$ cat src/rtl/decode_stage_pkg.sv
// Shared definitions for the decode stage: forward-select bundle, RV32I base opcodes and the
// immediate format selector used by the immediate generator.
package decode_stage_pkg;

  // One-hot forward select for a source operand; all-zero means register-file data.
  typedef struct packed {
    logic ex;
    logic mem0;
    logic mem1;
  } fwd_type_t;

  // RV32I base opcodes (insn[6:0]).
  localparam logic [6:0] OPC_LUI      = 7'b0110111;
  localparam logic [6:0] OPC_AUIPC    = 7'b0010111;
  localparam logic [6:0] OPC_JAL      = 7'b1101111;
  localparam logic [6:0] OPC_JALR     = 7'b1100111;
  localparam logic [6:0] OPC_BRANCH   = 7'b1100011;
  localparam logic [6:0] OPC_LOAD     = 7'b0000011;
  localparam logic [6:0] OPC_STORE    = 7'b0100011;
  localparam logic [6:0] OPC_OP_IMM   = 7'b0010011;
  localparam logic [6:0] OPC_OP       = 7'b0110011;
  localparam logic [6:0] OPC_MISC_MEM = 7'b0001111;
  localparam logic [6:0] OPC_SYSTEM   = 7'b1110011;

  typedef enum logic [2:0] {
    IMM_NONE,
    IMM_I,
    IMM_S,
    IMM_B,
    IMM_U,
    IMM_J
  } imm_fmt_t;

endpackage

$ cat src/rtl/decode_stage_imm_gen.sv
// Combinational RV32 immediate generator.
// Ports:
//   insn - instruction word
//   fmt  - immediate format selected by the decoder
//   imm  - sign-extended 32-bit immediate (0 for IMM_NONE)
module decode_stage_imm_gen
  import decode_stage_pkg::*;
(
  input  logic [31:0] insn,
  input  imm_fmt_t    fmt,
  output logic [31:0] imm
);

  always_comb begin
    imm = '0;
    unique case (fmt)
      IMM_I:   imm = {{20{insn[31]}}, insn[31:20]};
      IMM_S:   imm = {{20{insn[31]}}, insn[31:25], insn[11:7]};
      IMM_B:   imm = {{19{insn[31]}}, insn[31], insn[7], insn[30:25], insn[11:8], 1'b0};
      IMM_U:   imm = {insn[31:12], 12'b0};
      IMM_J:   imm = {{11{insn[31]}}, insn[31], insn[19:12], insn[20], insn[30:21], 1'b0};
      default: imm = '0;
    endcase
  end

endmodule

$ cat src/rtl/decode_stage.sv
// Decode pipeline stage between fetch and execute.
// Holds the fetched instruction in an instruction register (IR), exposes gated source indices
// to the forwarding unit / register file, resolves operands from register file or forwarded
// results, and registers a decoded bundle for execute. Load-use stalls insert bubbles, flush
// clears both the IR and the execute-bound register.
// Ports:
//   clk, reset                 - clock, asynchronous active-high reset
//   fe_valid/fe_pc/fe_insn     - fetch handshake and payload; de_ready accepts it
//   flush                      - kill IR and execute register on the next edge
//   ex_ready                   - execute can take a new bundle
//   de_rs1/de_rs2              - source indices (0 when unused or IR empty)
//   fwd_stall, fwd_rs1/fwd_rs2 - hazard stall and one-hot forward selects
//   rf_*_data, *_fwd_data      - register-file and forwarded operand sources
//   de_ex_*                    - registered decoded bundle for execute
module decode_stage
  import decode_stage_pkg::*;
(
  input  logic        clk,
  input  logic        reset,
  input  logic        fe_valid,
  input  logic [31:0] fe_pc,
  input  logic [31:0] fe_insn,
  output logic        de_ready,
  input  logic        flush,
  input  logic        ex_ready,
  output logic [4:0]  de_rs1,
  output logic [4:0]  de_rs2,
  input  logic        fwd_stall,
  input  fwd_type_t   fwd_rs1,
  input  fwd_type_t   fwd_rs2,
  input  logic [31:0] rf_rs1_data,
  input  logic [31:0] rf_rs2_data,
  input  logic [31:0] ex_fwd_data,
  input  logic [31:0] mem0_fwd_data,
  input  logic [31:0] mem1_fwd_data,
  output logic        de_ex_valid,
  output logic [31:0] de_ex_pc,
  output logic [31:0] de_ex_op1,
  output logic [31:0] de_ex_op2,
  output logic [31:0] de_ex_imm,
  output logic [4:0]  de_ex_wb_reg,
  output logic        de_ex_mem_read,
  output logic        de_ex_mem_write,
  output logic        de_ex_illegal,
  output logic [31:0] de_ex_insn
);

  // Instruction register
  logic        de_valid;
  logic [31:0] de_pc;
  logic [31:0] de_insn;

  logic        advance;
  logic [6:0]  opcode;
  logic        rs1_used;
  logic        rs2_used;
  logic        is_illegal;
  imm_fmt_t    imm_fmt;
  logic [31:0] imm;
  logic [4:0]  wb_reg;
  logic [31:0] op1;
  logic [31:0] op2;

  assign advance  = de_valid & ~fwd_stall & ex_ready;
  assign de_ready = ~de_valid | advance;
  assign opcode   = de_insn[6:0];

  // Format classification; unused sources are gated to x0 so the forwarding unit never
  // raises a stall on a register field that is really immediate bits.
  always_comb begin
    rs1_used   = 1'b0;
    rs2_used   = 1'b0;
    is_illegal = 1'b0;
    imm_fmt    = IMM_NONE;
    case (opcode)
      OPC_LUI, OPC_AUIPC: imm_fmt = IMM_U;
      OPC_JAL:            imm_fmt = IMM_J;
      OPC_JALR, OPC_LOAD, OPC_OP_IMM: begin
        rs1_used = 1'b1;
        imm_fmt  = IMM_I;
      end
      OPC_STORE: begin
        rs1_used = 1'b1;
        rs2_used = 1'b1;
        imm_fmt  = IMM_S;
      end
      OPC_BRANCH: begin
        rs1_used = 1'b1;
        rs2_used = 1'b1;
        imm_fmt  = IMM_B;
      end
      OPC_OP: begin
        rs1_used = 1'b1;
        rs2_used = 1'b1;
      end
      OPC_MISC_MEM, OPC_SYSTEM: rs1_used = 1'b1;
      default: is_illegal = 1'b1;
    endcase
  end

  assign de_rs1 = (de_valid && rs1_used) ? de_insn[19:15] : 5'd0;
  assign de_rs2 = (de_valid && rs2_used) ? de_insn[24:20] : 5'd0;
  assign wb_reg = (opcode == OPC_STORE || opcode == OPC_BRANCH || is_illegal) ?
                  5'd0 : de_insn[11:7];

  decode_stage_imm_gen u_imm_gen (
    .insn (de_insn),
    .fmt  (imm_fmt),
    .imm  (imm)
  );

  // x0 (or a gated-off source) always reads as zero, whatever the forward select says.
  function automatic logic [31:0] pick_operand(input logic [4:0]  idx,
                                               input fwd_type_t   sel,
                                               input logic [31:0] rf_data,
                                               input logic [31:0] ex_data,
                                               input logic [31:0] m0_data,
                                               input logic [31:0] m1_data);
    if (idx == 5'd0)   return '0;
    else if (sel.ex)   return ex_data;
    else if (sel.mem0) return m0_data;
    else if (sel.mem1) return m1_data;
    else               return rf_data;
  endfunction

  assign op1 = pick_operand(de_rs1, fwd_rs1, rf_rs1_data, ex_fwd_data, mem0_fwd_data,
                            mem1_fwd_data);
  assign op2 = pick_operand(de_rs2, fwd_rs2, rf_rs2_data, ex_fwd_data, mem0_fwd_data,
                            mem1_fwd_data);

  always_ff @(posedge clk or posedge reset) begin
    if (reset) begin
      de_valid <= 1'b0;
      de_pc    <= '0;
      de_insn  <= '0;
    end else if (flush) begin
      de_valid <= 1'b0;
    end else if (de_ready) begin
      de_valid <= fe_valid;
      if (fe_valid) begin
        de_pc   <= fe_pc;
        de_insn <= fe_insn;
      end
    end
  end

  // Execute register: loads only on advance, so forwarded data seen during a stall is
  // never latched as a valid operand. With ex_ready low everything holds.
  always_ff @(posedge clk or posedge reset) begin
    if (reset) begin
      de_ex_valid     <= 1'b0;
      de_ex_pc        <= '0;
      de_ex_op1       <= '0;
      de_ex_op2       <= '0;
      de_ex_imm       <= '0;
      de_ex_wb_reg    <= '0;
      de_ex_mem_read  <= 1'b0;
      de_ex_mem_write <= 1'b0;
      de_ex_illegal   <= 1'b0;
      de_ex_insn      <= '0;
    end else if (flush) begin
      de_ex_valid <= 1'b0;
    end else if (ex_ready) begin
      de_ex_valid <= advance;
      if (advance) begin
        de_ex_pc        <= de_pc;
        de_ex_op1       <= op1;
        de_ex_op2       <= op2;
        de_ex_imm       <= imm;
        de_ex_wb_reg    <= wb_reg;
        de_ex_mem_read  <= (opcode == OPC_LOAD);
        de_ex_mem_write <= (opcode == OPC_STORE);
        de_ex_illegal   <= is_illegal;
        de_ex_insn      <= de_insn;
      end
    end
  end

endmodule

$ cat config.mk
export PLATFORM = sky130hd
export DESIGN_NAME = decode_stage
export DESIGN_NICKNAME = d
export VERILOG_FILES = /design/src/rtl/decode_stage_pkg.sv /design/src/rtl/decode_stage_imm_gen.sv /design/src/rtl/decode_stage.sv
export SDC_FILE = /design/constraint.sdc
export NUM_CORES = 1
export LEC_CHECK = 0
export CAP_MARGIN = 20
export CORE_UTILIZATION = 45
export DETAILED_ROUTE_END_ITERATION = 16
export HOLD_SLACK_MARGIN = 0.08
export PLACE_DENSITY = 0.81
export SLEW_MARGIN = 10
export SYNTH_ARGS = -nofsm -noshare
export SYNTH_HDL_FRONTEND = slang
export SYNTH_SLANG_ARGS = --single-unit
$ cat constraint.sdc
create_clock -name clk -period 11.1 [get_ports clk]
set_input_delay 3.33 -clock clk [delete_from_list [all_inputs] [get_ports clk]]
set_output_delay 3.33 -clock clk [all_outputs]
set_load 0.02 [all_outputs]
After elaboration in Yosys (flattened, before gate mapping). Cells that the tools add are included.

Logic and storage cells: 70. Flip-flop bits (word level): 234. Input bits: 236.

Reduce and logical (&&, ||, !) cells: 15. Mux-type cells: 20. Bitwise logic cells: 6. Eq/ne operators: 16.

Operators with widths (number): $mux 32 (8); $pmux 32 s5 (1); $eq 7x7->1 const B (4); $eq 7x6->1 const B (3); $mux 5 (3); $pmux 3 s5 (1); $eq 7x5->1 const B (2); $reduce_or 11->1 (1); $logic_not 5->1 (2); $reduce_or 8->1 (1); $eq 7x2->1 const B (1); $eq 7x4->1 const B (1); $mux 1 (7); $eq 3x2->1 const B (2); $eq 3x3->1 const B (2); $reduce_and 3->1 (2); $reduce_or 3->1 (2); $reduce_bool 2->1 (2); $eq 3x1->1 const B (1); $not 1->1 (3); $and 1x1->1 (2); $logic_and 1x1->1 (2); $logic_or 1x1->1 (2); $reduce_or 2->1 (1); $or 1x1->1 (1).

Depth between registers and ports, before layout.
Depth in word-level cells: 7. Depth in mapped cells: 7.

By module. From an unflattened synthesis, not the netlist that was laid out.

Cells, all modules: 1143. Area, all modules: 11318.4 um^2.

By module, submodules not included: decode_stage (instances 1, sequential area each 5855.6 um^2, area an instance 10928.0 um^2, cells an instance 1077); decode_stage_imm_gen (instances 1, sequential area each 0.0 um^2, area an instance 390.4 um^2, cells an instance 66).

Worst setup path before layout. OpenSTA, ideal clock, no wires.

Path kind: input-to-output. Start point: input port ex_ready. End point: output port de_ready. Arrival time: 3926 ps. Data required time: 7770 ps. Stages: 2. Setup slack: 3844 ps. Cells stage by stage: inv_1 o21ai_0.

Longest elaborated chain between the ends: 2.

RTL lines: start, declared (line decode_stage.sv:25) `input logic ex_ready,`; $and 1x1->1 (line decode_stage.sv:64) `assign advance = de_valid & ~fwd_stall & ex_ready;`; $or 1x1->1 (line decode_stage.sv:65) `assign de_ready = ~de_valid | advance;`; end, declared (line decode_stage.sv:23) `output logic de_ready,`.

Every way passes these cells.

Final worst setup path. Ends and elaborated chain as after synthesis.

==> summary.md <==
| Metric | Value |
|---|---|
| DRC viols | `0` |
| Synth Area in Compound Gates | `10.8%` |
| Async S/R FF share, synth | `100%` |
| Post-DP HPWL | `25700 um` |
| Logic gate share of total power | `27.3%` |
| Reg clk slew, reported paths | `0.06 ns` |
| TNS Setup | `0 ns` |
| Most utilized layer in the global route result | `met2` |
| Crit path cell chain | `clkdlybuf4s50_1 -> inv_1 -> o21ai_0 -> clkdlybuf4s50_1` |
| Status | `complete, no violations` |
| CP required | `around 7.8 ns` |
| Worst-Margin Slew | `1.14 ns` |
| Final nets | `1734` |
| Die width | `roughly 160 um` |
| Worst ir drop on vdd | `about 0.00015 V` |
| CTS sink count | `234` |
| Max Slew Vio Count | `0` |
| Clock Latency Late Sink | `roughly 0.5 ns` |
| Via density | `5.31` |
| Area Overhead vs Synth | `44.7%` |
| Syn Area/Cell | `9.98 sq um` |
| Xor and xnor area share after synthesis | `0%` |
| Share of cells above drive strength 1 | `10.6%` |
| Initial Util | `46.1%` |
| Yosys cell types | `49` |
| Critical path's top delay family | `buffers and inverters` |
| FF+latch area | `5860 sq um` |
| P per Cell Area | `160 nW/um^2` |
| Reg2Reg Depth | `4` |
| Total CTS buffers | `25` |
| CTS H-Tree Depth | `1` |
| Slowest CP cell | `clkdlybuf4s50_1` |
| Area of the multi-input gates | `between 4000 and 5000 sq um` |
| Sw Ratio | `30.5%` |
| Worst rel slew slack | `23.9%` |
| Switching power | `796 uW` |
| Placed insts | `1794` |
| Post-Synthesis Cells | `between 1000 and 1500` |
| Seq/Total Area, Yosys | `52.1%` |
| Simple-Gate Fraction of Synth Area | `15.3%` |
| Tightest Hold Check Type | `register to register` |
| # fillers | `around 1900` |
| Final-report hold violation count | `0` |
| Mapped Nets | `1363` |
| Met2 usage | `a little under half` |
| FF-to-FF Start | `de_insn[6]` |
| Reg2Reg Capture Point | `de_ex_imm[27]` |
| Core area | `24400 sq um` |
| Row cnt | `57` |
| Clock tree buffer depth | `3` |
| Die Area | `25600 sq um` |
| Setup-failing EPs final | `0` |
| Largest family of logic cells by synthesized area | `multiplexers` |
| Via count | `between 9000 and 10000` |
| Avg WL per Cell | `19.6 um` |
| First-pass GRT wire length | `around 56000 um` |
| Routing usage on met3 | `under 10%` |
| Crit path buf inv count | `3` |
| Unrepaired setup endpoints after global routing | `false` |
| Min cycle time layout | `8.23 ns` |
| CTS tree | `built` |
| CP peak stage delay | `0.66 ns` |
| Max-cap violations | `0` |
| Post-DRT Antenna Nets | `0` |
| IO Port Bufs | `415` |
| Hold depth | `2` |
| DR iter-0 viols | `666` |
| Cts repair resizes | `0` |
| Fmax | `0.122 GHz` |
| Clock power share | `between 30% and 40%` |
| Hold buffers post-CTS | `0` |
| Mux cell area share after synthesis | `between 10% and 20%` |
| Clock Tree Root | `clkbuf_16` |
| Largest net degree at the start of global routing | `102` |
| First-pass DRT Iterations | `6` |
| Crit path DAT | `4.90 ns` |
| Hold Path End | `de_ex_pc[21]` |
| Grt total ovfl | `0` |
| Total track usage | `between 20% and 30%` |
| Vias in the first global route | `between 9000 and 10000` |
| Initial antenna violation count | `5` |
| Internal | `1810 uW` |
| FF-to-FF setup slack | `8.38 ns` |
| Crit end category | `output pin` |
| IO Count | `between 400 and 500` |
| HP Start | `de_pc[21]` |
| YS warnings | `0` |
| Clk_skew | `0.0158 ns` |
| Pleak | `approximately 0.0073 uW` |
| Number of synthesized flops with an enable pin | `0` |
| Adder-Cell Fraction of Synth Area | `0%` |
| Worst Setup Start Kind | `primary input` |
| Syn Std Cell Area | `11200 sq um` |
| Dominant cell type by count on the critical path | `clkdlybuf4s50_1` |
| GP Congestion | `0.872` |
| Die height | `~160 um` |
| Number of synthesized register bits | `234` |
| Top_reg_cell synth | `dfrtp_1` |
| CP max FO | `3` |
| Routing usage on met1 | `between 30% and 40%` |
| Critical path type | `primary input to output pin` |
| Part of the cycle the worst path needs | `74.1%` |
| Flop pwr share | `a little over two fifths` |
| Non-filler instance count after layout | `1842` |
| Post-CTS setup buffer count | `0` |
| Drt total wl | `36100 um` |
-- cell families after synthesis --
group	count (synthesis)
AOI/OAI and AO/OA	194
DFF	234
buffers and inverters	87
muxes	193
and+or+nand+nor	419
-- tightest hold or removal path, cell delays in order, from the launching register on --
cell and delay (ns):
dfrtp_1 0.34, nand2_1 0.05, nand2_1 0.05
-- cell usage in the layout, fill, tap and decap left out, types with 2 or more instances in the layout --
| cell type | Yosys | final |
|---|---|---|
| buf_4 | 1 | 9 |
| a211oi_2 | 2 | 2 |
| a21oi_1 | 24 | 24 |
| and2_1 | 10 | 10 |
| clkbuf_8 | 0 | 7 |
| nand2b_1 | 4 | 4 |
| o21ai_1 | 2 | 2 |
| mux2i_1 | 129 | 129 |
| inv_1 | 6 | 5 |
| o41ai_1 | 5 | 5 |
| buf_2 | 27 | 6 |
| clkdlybuf4s50_1 | 0 | 409 |
| nand2_1 | 348 | 348 |
| dfrtp_1 | 234 | 234 |
| diode_2 | 0 | 4 |
| a31oi_2 | 2 | 2 |
| nor2_1 | 35 | 35 |
| clkbuf_16 | 0 | 25 |
| mux2_2 | 64 | 64 |
| or4_1 | 3 | 3 |
| clkinv_2 | 0 | 2 |
| a22o_1 | 7 | 7 |
| o21ai_2 | 30 | 30 |
| clkbuf_1 | 35 | 7 |
| nand4b_1 | 2 | 2 |
| a221oi_1 | 4 | 4 |
| o21ai_0 | 104 | 104 |
| inv_6 | 0 | 2 |
| a31oi_1 | 2 | 2 |
| nor3_1 | 3 | 3 |
| o211ai_1 | 2 | 2 |
-- power groups by stage --
stage / Sequential, uW / Clock (uW) / Combinational [uW]
2_1_floorplan: 1200 / 0 / 241
3_3_place_gp: 1100 / 0 / 699
3_5_place_dp: 1110 / 0 / 711
4_1_cts: 1100 / 809 / 716
5_1_grt: 1120 / 845 / 761
6_report: 1100 / 795 / 712
-- stage by stage --
step / cell area [sq um] / utilization (%) / hold slack (ns) / power (uW) / setup WS [ns]
4_1_cts: 16200 / 66.6 / 0.469 / 2620 / 2.87
2_1_floorplan: 11200 / - / 0.435 / 1450 / 1.35
5_1_grt: 16300 / 66.7 / 0.482 / 2730 / 2.78
3_3_place_gp: 15500 / 63.4 / 0.442 / 1800 / 2.89
6_report: 16300 / 66.7 / 0.465 / 2610 / 2.87
3_5_place_dp: 15500 / 63.4 / 0.455 / 1820 / 2.89
-- cell type report --
type	count	share of cell area, %
repair buffers	425	25.9
diodes	4	0.0615
flip-flops and latches	234	36.0
multi-input cells	806	30.6
clock inverters	4	0.169
clock buffers	39	4.60
well taps	324	2.49
inverters	6	0.185
-- cell usage after synthesis, types with 2 or more instances --
master	n	area share (%)
o21ai_0	104	4.6
a22o_1	7	0.55
nand4b_1	2	0.16
inv_1	6	0.20
mux2_2	64	6.4
mux2i_1	129	11
o211ai_1	2	0.13
a211oi_2	2	0.22
a21oi_1	24	1.1
nor3_1	3	0.13
a31oi_2	2	0.22
buf_2	27	1.2
dfrtp_1	234	52
nor3b_1	2	0.13
nand2_1	348	12
buf_1	7	0.23
nand2b_1	4	0.22
and2_1	10	0.56
or4_1	3	0.20
o21ai_1	2	0.089
buf_6	11	1.1
o21ai_2	30	2.3
a31oi_1	2	0.11
o41ai_1	5	0.39
a221oi_1	4	0.31
clkbuf_1	35	1.2
nor2_1	35	1.2
nand4bb_1	2	0.20
-- worst max path at each step --
| stage | startpoint | end | slack [ns] | depth (start not counted) |
|---|---|---|---|---|
| floorplan | reset | de_ex_illegal | 1.35 | 1 |
| global placement | ex_ready | de_ready | 2.89 | 4 |
| detailed placement | ex_ready | de_ready | 2.89 | 4 |
| CTS | ex_ready | de_ready | 2.87 | 4 |
| global route | ex_ready | de_ready | 2.78 | 4 |
| finish | ex_ready | de_ready | 2.87 | 4 |
-- routing by layer --
metal,wire length [um],vias to the layer above
met1,14500,4734
met4,1410,0
met5,0,-
met2,17400,412
met3,2870,74
li1,-,4562
Power figures use the tool's default switching activity.
